<file path="src/rtl/mem_stage_unit.sv">
// mem_stage_unit: RISC-V MEM stage doing 64-bit loads/stores over req/ack, with stall, branch resolve and the MEM/WB register
// Ports: clk, reset_n (async, active-low); EX/MEM controls (mem_to_reg, reg_write_en, mem_read, mem_write, branch, z_flag),
//        alu_out (address or ALU result), data (store data), rd, pc_next; data-memory bus dmem_req/we/addr/wdata/rdata/ack;
//        stall, pc_src, pc_target; misaligned_err/bus_err pulses; MEM/WB outputs *_out, mem_data_out.
module mem_stage_unit #(
  parameter int TIMEOUT = 16
) (
  input  logic        clk,
  input  logic        reset_n,
  input  logic        mem_to_reg,
  input  logic        reg_write_en,
  input  logic        mem_read,
  input  logic        mem_write,
  input  logic        branch,
  input  logic        z_flag,
  input  logic [63:0] alu_out,
  input  logic [63:0] data,
  input  logic [4:0]  rd,
  input  logic [63:0] pc_next,
  output logic        dmem_req,
  output logic        dmem_we,
  output logic [63:0] dmem_addr,
  output logic [63:0] dmem_wdata,
  input  logic [63:0] dmem_rdata,
  input  logic        dmem_ack,
  output logic        stall,
  output logic        pc_src,
  output logic [63:0] pc_target,
  output logic        misaligned_err,
  output logic        bus_err,
  output logic        mem_to_reg_out,
  output logic        reg_write_en_out,
  output logic [63:0] alu_out_out,
  output logic [63:0] mem_data_out,
  output logic [4:0]  rd_out
);
  typedef enum logic {IDLE, REQ} state_t;
  // Counter value seen on the TIMEOUT-th REQ cycle without an ack
  localparam logic [7:0] LAST = 8'(TIMEOUT - 1);
  state_t state, state_nx;
  logic [7:0] cnt;
  logic access, aligned, start, misalign, ack_done, abort, capture;
  assign access = mem_read | mem_write;
  assign aligned = alu_out[2:0] == 3'b000;
  assign pc_src = branch & z_flag;
  assign pc_target = pc_next;
  always_ff @(posedge clk or negedge reset_n) begin
    if (!reset_n) state <= IDLE;
    else state <= state_nx;
  end
  always_comb begin
    state_nx = state;
    start = 1'b0;
    misalign = 1'b0;
    ack_done = 1'b0;
    abort = 1'b0;
    if (state == IDLE) begin
      start = access & aligned;
      misalign = access & !aligned;
      state_nx = start ? REQ : IDLE;
    end else begin
      ack_done = dmem_ack;
      abort = !dmem_ack && cnt >= LAST;
      state_nx = (dmem_ack | abort) ? IDLE : REQ;
    end
  end
  // Gated with reset_n so the pipeline is released while reset is held
  assign stall = reset_n & (start | (state == REQ & !ack_done & !abort));
  // Only a non-memory instruction in IDLE or a completed access reaches WB; everything else is a bubble
  assign capture = (state == IDLE & !access) | ack_done;
  always_ff @(posedge clk or negedge reset_n) begin
    if (!reset_n) begin
      cnt <= '0;
      dmem_req <= 1'b0;
      dmem_we <= 1'b0;
      dmem_addr <= '0;
      dmem_wdata <= '0;
      misaligned_err <= 1'b0;
      bus_err <= 1'b0;
      mem_to_reg_out <= 1'b0;
      reg_write_en_out <= 1'b0;
      alu_out_out <= '0;
      mem_data_out <= '0;
      rd_out <= '0;
    end else begin
      cnt <= start ? '0 : (state == REQ && cnt != 8'hff) ? cnt + 8'd1 : cnt;
      dmem_req <= state_nx == REQ;
      if (start) begin
        dmem_we <= mem_write;
        dmem_addr <= alu_out;
        dmem_wdata <= data;
      end
      misaligned_err <= misalign;
      bus_err <= abort;
      mem_to_reg_out <= capture & mem_to_reg;
      reg_write_en_out <= capture & reg_write_en;
      alu_out_out <= capture ? alu_out : '0;
      mem_data_out <= (ack_done && !dmem_we) ? dmem_rdata : '0;
      rd_out <= capture ? rd : '0;
    end
  end
endmodule

</file>
<file path="config.mk">
export PLATFORM = sky130hd
export DESIGN_NAME = mem_stage_unit
export DESIGN_NICKNAME = d
export VERILOG_FILES = /design/src/rtl/mem_stage_unit.sv
export SDC_FILE = /design/constraint.sdc
export NUM_CORES = 1
export LEC_CHECK = 0
export ABC_CLOCK_PERIOD_IN_PS = 2500
export CAP_MARGIN = 10
export CELL_PAD_IN_SITES_DETAIL_PLACEMENT = 1
export CELL_PAD_IN_SITES_GLOBAL_PLACEMENT = 2
export CORE_AREA = 5 5 232 234
export CTS_BUF_LIST = sky130_fd_sc_hd__clkbuf_8
export DETAILED_ROUTE_END_ITERATION = 10
export DIE_AREA = 0 0 237 239
export PLACE_DENSITY_LB_ADDON = 0.1
export RECOVER_POWER = 25
export SLEW_MARGIN = 15
export SYNTH_ARGS = -nofsm -noshare
export SYNTH_HDL_FRONTEND = slang
export SYNTH_SLANG_ARGS = --single-unit
</file>
<file path="constraint.sdc">
create_clock -name clk -period 2.5 [get_ports clk]
set_clock_uncertainty 0.15 [all_clocks]
set_input_delay 0.25 -clock clk [delete_from_list [all_inputs] [get_ports clk]]
set_output_delay 0.25 -clock clk [all_outputs]
set_load 0.01 [all_outputs]
</file>
==> run metrics, run 1 <==
Place WS -0.0633 ns; r2r startpoint dmem_req; Gate power share between 20% and 30%; Fillers slightly below 6000; Max Clock Freq 0.430 GHz; # port buffers 474; Max FO, Critical Path 2; first-pass GRT wire length roughly 60000 µm; NetSw 3480 µW; setup ws final about 0.18 ns; Cell Pwr Density between 600 and 700 nW/µm²; status finished, violations left; register area 6880 µm²; gr usage total ~14%; row cnt 84; layout cells sized above 1 7.19%; TritonCTS sink count 275; area grow syn2layout 79.8%; Worst Setup End Kind primary output; fin nets 1841; die width 237 µm; RePlAce Congestion 0.711; FF-to-FF setup slack 0.59 ns; clock buffer count from CTS 55; largest net degree at the start of global routing 140; post-detail-place hpwl roughly 28000 µm; drt first pass iters 4; Worst EP arrival 1.92 ns; count of cell types in the netlist 32; VDD IR-drop max roughly 0.31 mV; crit path kind register to primary output; drc violations 0; period utilisation layout between 90% and 100%; drt total wl 40800 µm; Req. time, crit path roughly 2.1 ns; antenna-violating nets left 0; fin cells 2303; H-tree depth 2; post-synthesis instance area approximately 10000 µm²; worst hold endpoint dmem_addr[23]; max-slew violations 128; WL per Instance about 18 µm; sw frac 27.2%; Post-Syn Instances 950; Synth Register Bits about 280; Placed Cells incl. Taps 2024; Vias 8695; Via density ~3.8; clock group share of total power 38.2%; core region area 51800 µm²; total global routing overflow 0; most common cell after layout, fill and taps aside clkdlybuf4s50_1; Die H approximately 240 µm; Least-Margin Pin Slew 1.72 ns; Initial Util between 10% and 20%; Clock Pin Slew Worst Setup and Hold Paths about 0.060 ns; CP startpoint kind register; final setup vio count 0; area of the multi-input gates 2630 µm²; sequential fraction of the synthesis area 67.6%; Hold Startpoint alu_out[23]; Die Footprint 56600 µm²; net count after synthesis roughly 1200; RSZ-0062 raised after global routing false; initial drt markers 194; design internal power 9290 µW; I/O pins 603; commonest non-fill, non-tap cells in the layout clkdlybuf4s50_1 (472), nand2_1 (382), dfrtp_1 (274); Root Buffer clkbuf_8; hold path cells 3; vias in the first global route 9764; failing checks max-capacitance violations, max-slew violations; MaxCap Viol Count 1; R2R Path End dmem_addr[31]; FF-to-FF path depth 5; syn_area_per_cell 10.7 µm²; Slew Limit Headroom -14.9%; TritonCTS clock tree built; clk_lat worst skew between 0.6 and 0.7 ns; initial antenna violation count 1; Sequential Power Share 41.0%; static leakage 0.00845 µW; Ys Warns 0; Max Buffers Root-to-Sink 3; Final Hold Vio Count 0; worst hold path type primary input to register; Final Critical Period 2.32 ns
[metrics by stage]
step	setup TNS (ns)	area [µm²]	hold WS [ns]	utilization [%]	total power, µW
2_1_floorplan	0	10200	-0.196	-	6110
3_3_place_gp	-0.0717	15400	-0.0772	29.6	7770
3_5_place_dp	-0.0633	15400	-0.0771	29.6	7800
4_1_cts	0	18300	0.00232	35.4	13100
5_1_grt	0	18300	0.00828	35.3	13600
6_report	0	18300	0.0648	35.3	12800
[synthesized netlist by cell type, drive strengths merged]
master  count  area [µm²]
a21oi       3        15.0
inv         2        7.51
and4        1        8.76
xor2        1        8.76
nor2b      72         450
nand2b      1        6.26
buf        86         628
dfrtp     275        6880
or3b        1        8.76
nor3b       1        7.51
nor4        1        6.26
a311oi      1        8.76
and2       69         432
nand3       6        30.0
and3        3        18.8
o21ai       8        40.0
xnor2       1        8.76
a22oi       1        7.51
a32o        2        20.0
o211ai      1        7.51
clkbuf     21        78.8
o31a        1        8.76
nand2     383        1440
nor3        3        20.0
nand4       2        12.5
ha          1        12.5
a31oi       1        6.26
nor2        2        7.51
[worst max-delay path, stage by stage, from the launching register on]
cell and delay [ns]:
dfrtp_2 0.42, nor4_4 0.32, nand2_2 0.11, o21ai_2 0.15
and2_1 0.16, buf_2 0.14
[flip-flops by register name, indices dropped and copies added, names as in the netlist, 5 cells and up]
register and flops:
alu_out_out 64, cnt 8, dmem_addr 64, dmem_wdata 64, mem_data_out 64, rd_out 5
[power groups by stage]
stage | clock, µW | sequential [µW] | combinational (µW)
final | 4880 | 5240 | 2650
after global routing | 5370 | 5300 | 2890
after detailed placement | 0 | 5310 | 2490
after floorplan | 0 | 5520 | 592
after global placement | 0 | 5290 | 2480
after CTS | 5140 | 5240 | 2740
[worst max path at each step]
stage	startpoint	end	slack (ns)	depth (start not counted)
after detailed placement	alu_out[2]	stall	-0.06	6
after global placement	alu_out[2]	stall	-0.07	6
after CTS	cnt[7]	stall	0.07	5
final	cnt[7]	stall	0.18	5
after floorplan	dmem_req	stall	0.85	4
after global routing	cnt[0]	stall	0.03	6
[final cells by class]
cell class / count / share of cell area (%)
flip-flops and latches: 275 / 37.6
repair buffers: 670 / 36.8
multi-input cells: 566 / 14.3
clock buffers: 77 / 5.79
well taps: 688 / 4.70
clock inverters: 24 / 0.710
inverters: 2 / 0.0410
diodes: 1 / 0.0137
[kinds of logic (layout without fill, tap and decap cells)]
logic type,count (synthesis),count (layout),synth area share [%]
flip-flops,275,275,67.6
AND/OR/NAND/NOR,545,545,24.0
adder cells (fa/ha/maj),1,1,0.123
XOR/XNOR,2,2,0.172
AO/OA/AOI/OAI,18,18,1.12
buffers and inverters,109,773,7.01
other,0,1,0
[repair_timing]
action | 4_1_cts | 5_1_grt
hold buffers | 176 | 0
resized for setup | 11 | 0
setup buffers | 1 | 0
hold endpoints to repair | 472 | 0
setup endpoints to repair | 1 | 0
[layer usage]
metal  track usage [%]  part of all wire (%)  routed length, µm
met4              4.48                   2.9               1170
met3              5.66                   8.6               3500
met5                 0                     0                  0
met2              23.5                    49              19900
met1              16.6                    40              16300
Note: power is estimated with default switching activity, not from simulation.
==> run 2, diff against run 1 <==
Settings changed: ABC_AREA set to 1, CORE_AREA 5 5 232 234 to 5 5 231 233, DIE_AREA 0 0 237 239 to 0 0 236 238.
==> run 2 against run 1 <==
Compared with the run above: the flow now finishes without violations; final area rose by 0.36%; first-iteration DRC count rose by 43%; highest routed layer unchanged; cell count rose by 4.6%; maximum frequency rose by 0.46%; combinational power rose by 9.4%; non-clock buffer count rose by 8; hold slack improved by 0.017 ns.
==> run metrics, run 2 <==
post-synthesis instance area 10300 µm² (+1.1%); clock buffer count from CTS 56 (+1.8%); Clock Pin Slew Worst Setup and Hold Paths 0.06 ns (about the same); most common cell after layout, fill and taps aside clkdlybuf4s50_1; Fillers 5744 (-0.83%); count of cell types in the netlist 23 (-28%); commonest non-fill, non-tap cells in the layout clkdlybuf4s50_1 (472), nand2_1 (282), dfrtp_1 (275); Max FO, Critical Path 4 (+2); cells taking the most area after synthesis dfrtp_1 (67%), nand2_1 (10%), nor2_1 (5.5%), inv_1 (5.4%), buf_4 (5.0%); Max Buffers Root-to-Sink 3 (unchanged); initial antenna violation count 2 (+1); biggest area consumer among synthesized cells dfrtp_1; net count after synthesis 1323 (+8.4%); die width 236 µm (-0.42%); setup TNS 0 ns (unchanged); drt total wl 42100 µm (+3.1%); area grow syn2layout 78.4%; hold path cells 3 (unchanged); Req. time, crit path 2.10 ns (about the same); Tot Pwr 12800 µW (about the same); most common cell in the synthesized netlist nand2_1; commonest cells in the netlist nand2_1 (284), dfrtp_1 (275), nor2_1 (151); largest net degree at the start of global routing 145 (+3.6%); VDD IR-drop max 0.327 mV (+5.6%); gr usage total 14.5% (+0.47 points); Final Critical Period 2.31 ns (-0.0105 ns); antenna-violating nets left 0 (unchanged); status completed; period utilisation layout 92.5% (-0.42 points); Main synth FF type dfrtp_1; FFs w/ async S/R, synth 100% (unchanged); Root Buffer clkbuf_8; Post-Syn Instances 1052 (+11%); Max Clock Freq 0.432 GHz (+0.46%); sequential fraction of the synthesis area 66.8% (-0.76 points); RePlAce Congestion 0.749 (+5.4%); FF-to-FF setup slack 0.65 ns (+0.06 ns); initial drt markers 278 (+43%); FF-to-FF path depth 9 (+4); max-slew violations 0 (-100%); Synth Register Bits 275 (unchanged); H-tree depth 2 (unchanged); worst hold path type primary input to register; vias in the first global route 9985 (+2.3%); core region area 51000 µm² (-1.6%); Slew Limit Headroom 3.23% (+18 points); TritonCTS clock tree built; EDFF count, synth 0 (unchanged); crit path kind register to primary output; fin nets 1954 (+6.1%); row cnt 83 (-1.2%); Final Hold Vio Count 0 (unchanged); static leakage 0.00894 µW (+5.7%); Die Footprint 56200 µm² (-0.84%); Least-Margin Pin Slew 1.45 ns (-0.273 ns); # port buffers 474 (unchanged); RSZ-0062 raised after global routing false; Vias 9113 (+4.8%); I/O pins 603 (unchanged); Worst EP arrival 1.91 ns (about the same); Worst Setup End Kind primary output; Via density 3.78 (+0.24%); drc violations 0 (unchanged); layout cells sized above 1 5.68% (-1.5 points); MaxCap Viol Count 0 (-1); Initial Util 20.2% (+0.55 points); first-pass GRT wire length 63100 µm (+2.1%); WL per Instance 17.5 µm (-1.4%); Placed Cells incl. Taps 2115 (+4.5%); TritonCTS sink count 275 (unchanged); clk_lat worst skew 0.61 ns (about the same); syn_area_per_cell 9.79 µm² (-8.7%); Cell Pwr Density 695 nW/µm² (-0.33%); CP startpoint kind register; fin cells 2408 (+4.6%); final setup vio count 0 (unchanged); total global routing overflow 0 (unchanged); drt first pass iters 4 (unchanged); final instance area 18400 µm² (+0.36%); Die H 238 µm (-0.42%); Ys Warns 0 (unchanged); post-detail-place hpwl 29800 µm (+5.1%); Synth top area share 66.8% (-0.76 points); Placement Cell Area 15400 µm² (+0.29%)
run 2: cell count changes after synthesis, sizes merged, moves of 2 or more:
cell,change
buf,+7
inv,+148
a21oi,-2
a32o,-2
nand3,+9
nand2,-98
nor2b,-72
o21ai,+55
clkbuf,-9
and3,-3
nor2,+149
nor3,-2
and2,-69
run 2: worst paths after layout:
check                                from          endpoint
max                                cnt[1]             stall
min                           alu_out[51]   alu_out_out[51]
max reg2reg                      dmem_req    dmem_wdata[19]
min reg2reg                dmem_wdata[45]    dmem_wdata[45]
max in group asynchronous         reset_n  mem_data_out[10]
min in group asynchronous         reset_n     dmem_wdata[0]
run 2: worst max-delay path: stages, from the launching register on:
cell and delay, ns:
dfrtp_1 0.39, ha_1 0.20, nand2_1 0.10, inv_2 0.06
nand2_1 0.07, nand4_1 0.13, a21boi_2 0.19, buf_4 0.16
run 2: cell families after synthesis:
group,count (synthesis),share of synthesized area [%]
xor+xnor,1,0.0850
flops,275,66.8
simple gates,454,17.0
fa+ha+maj,1,0.121
buf+inv,255,12.8
compound gates,66,3.28
run 2: where the power goes:
group          switching [µW]  total (µW)  internal [µW]
Combinational            1300        2900           1600
Sequential                280        5280           5000
Clock                    2060        4600           2530
run 2: layout make-up:
cell class | instances | area (µm²) | share of cell area (%)
Clock inverter | 32 | 156 | 0.851
Inverter | 150 | 563 | 3.06
Clock buffer | 68 | 936 | 5.09
Tap cell | 680 | 851 | 4.63
Multi-Input combinational cell | 522 | 2130 | 11.6
Sequential cell | 275 | 6880 | 37.4
Antenna cell | 3 | 7.51 | 0.0408
Timing Repair Buffer | 678 | 6860 | 37.3
run 2: what timing repair did:
| item | 4_1_cts | 5_1_grt |
|---|---|---|
| endpoints found under the setup margin | 1 | 1 |
| hold buffers | 189 | 0 |
| buffers inserted | 1 | 0 |
| hold endpoints to repair | 483 | 0 |
| gates resized for setup | 6 | 2 |
| pin swaps | 1 | 1 |
run 2: through the flow:
| stage | setup slack, ns | utilization (%) | hold slack (ns) |
|---|---|---|---|
| 3_5_place_dp | -0.00518 | 30.2 | 0.284 |
| 6_report | 0.187 | 36.0 | 0.0817 |
| 5_1_grt | 0.0113 | 36.0 | 0.0532 |
| 3_3_place_gp | 0.0321 | 30.2 | 0.297 |
| 4_1_cts | 0.00513 | 36.1 | 0.0104 |
| 2_1_floorplan | 0.911 | - | -0.196 |
run 2: per-layer routing:
metal  share of wire (%)  vias up  GRT usage, %
met3                 9.9       74          6.61
li1                    -     4312             -
met4                 2.7        0          5.03
met1                  40     4385          17.0
met5                   0        -             0
met2                  47      342          23.7
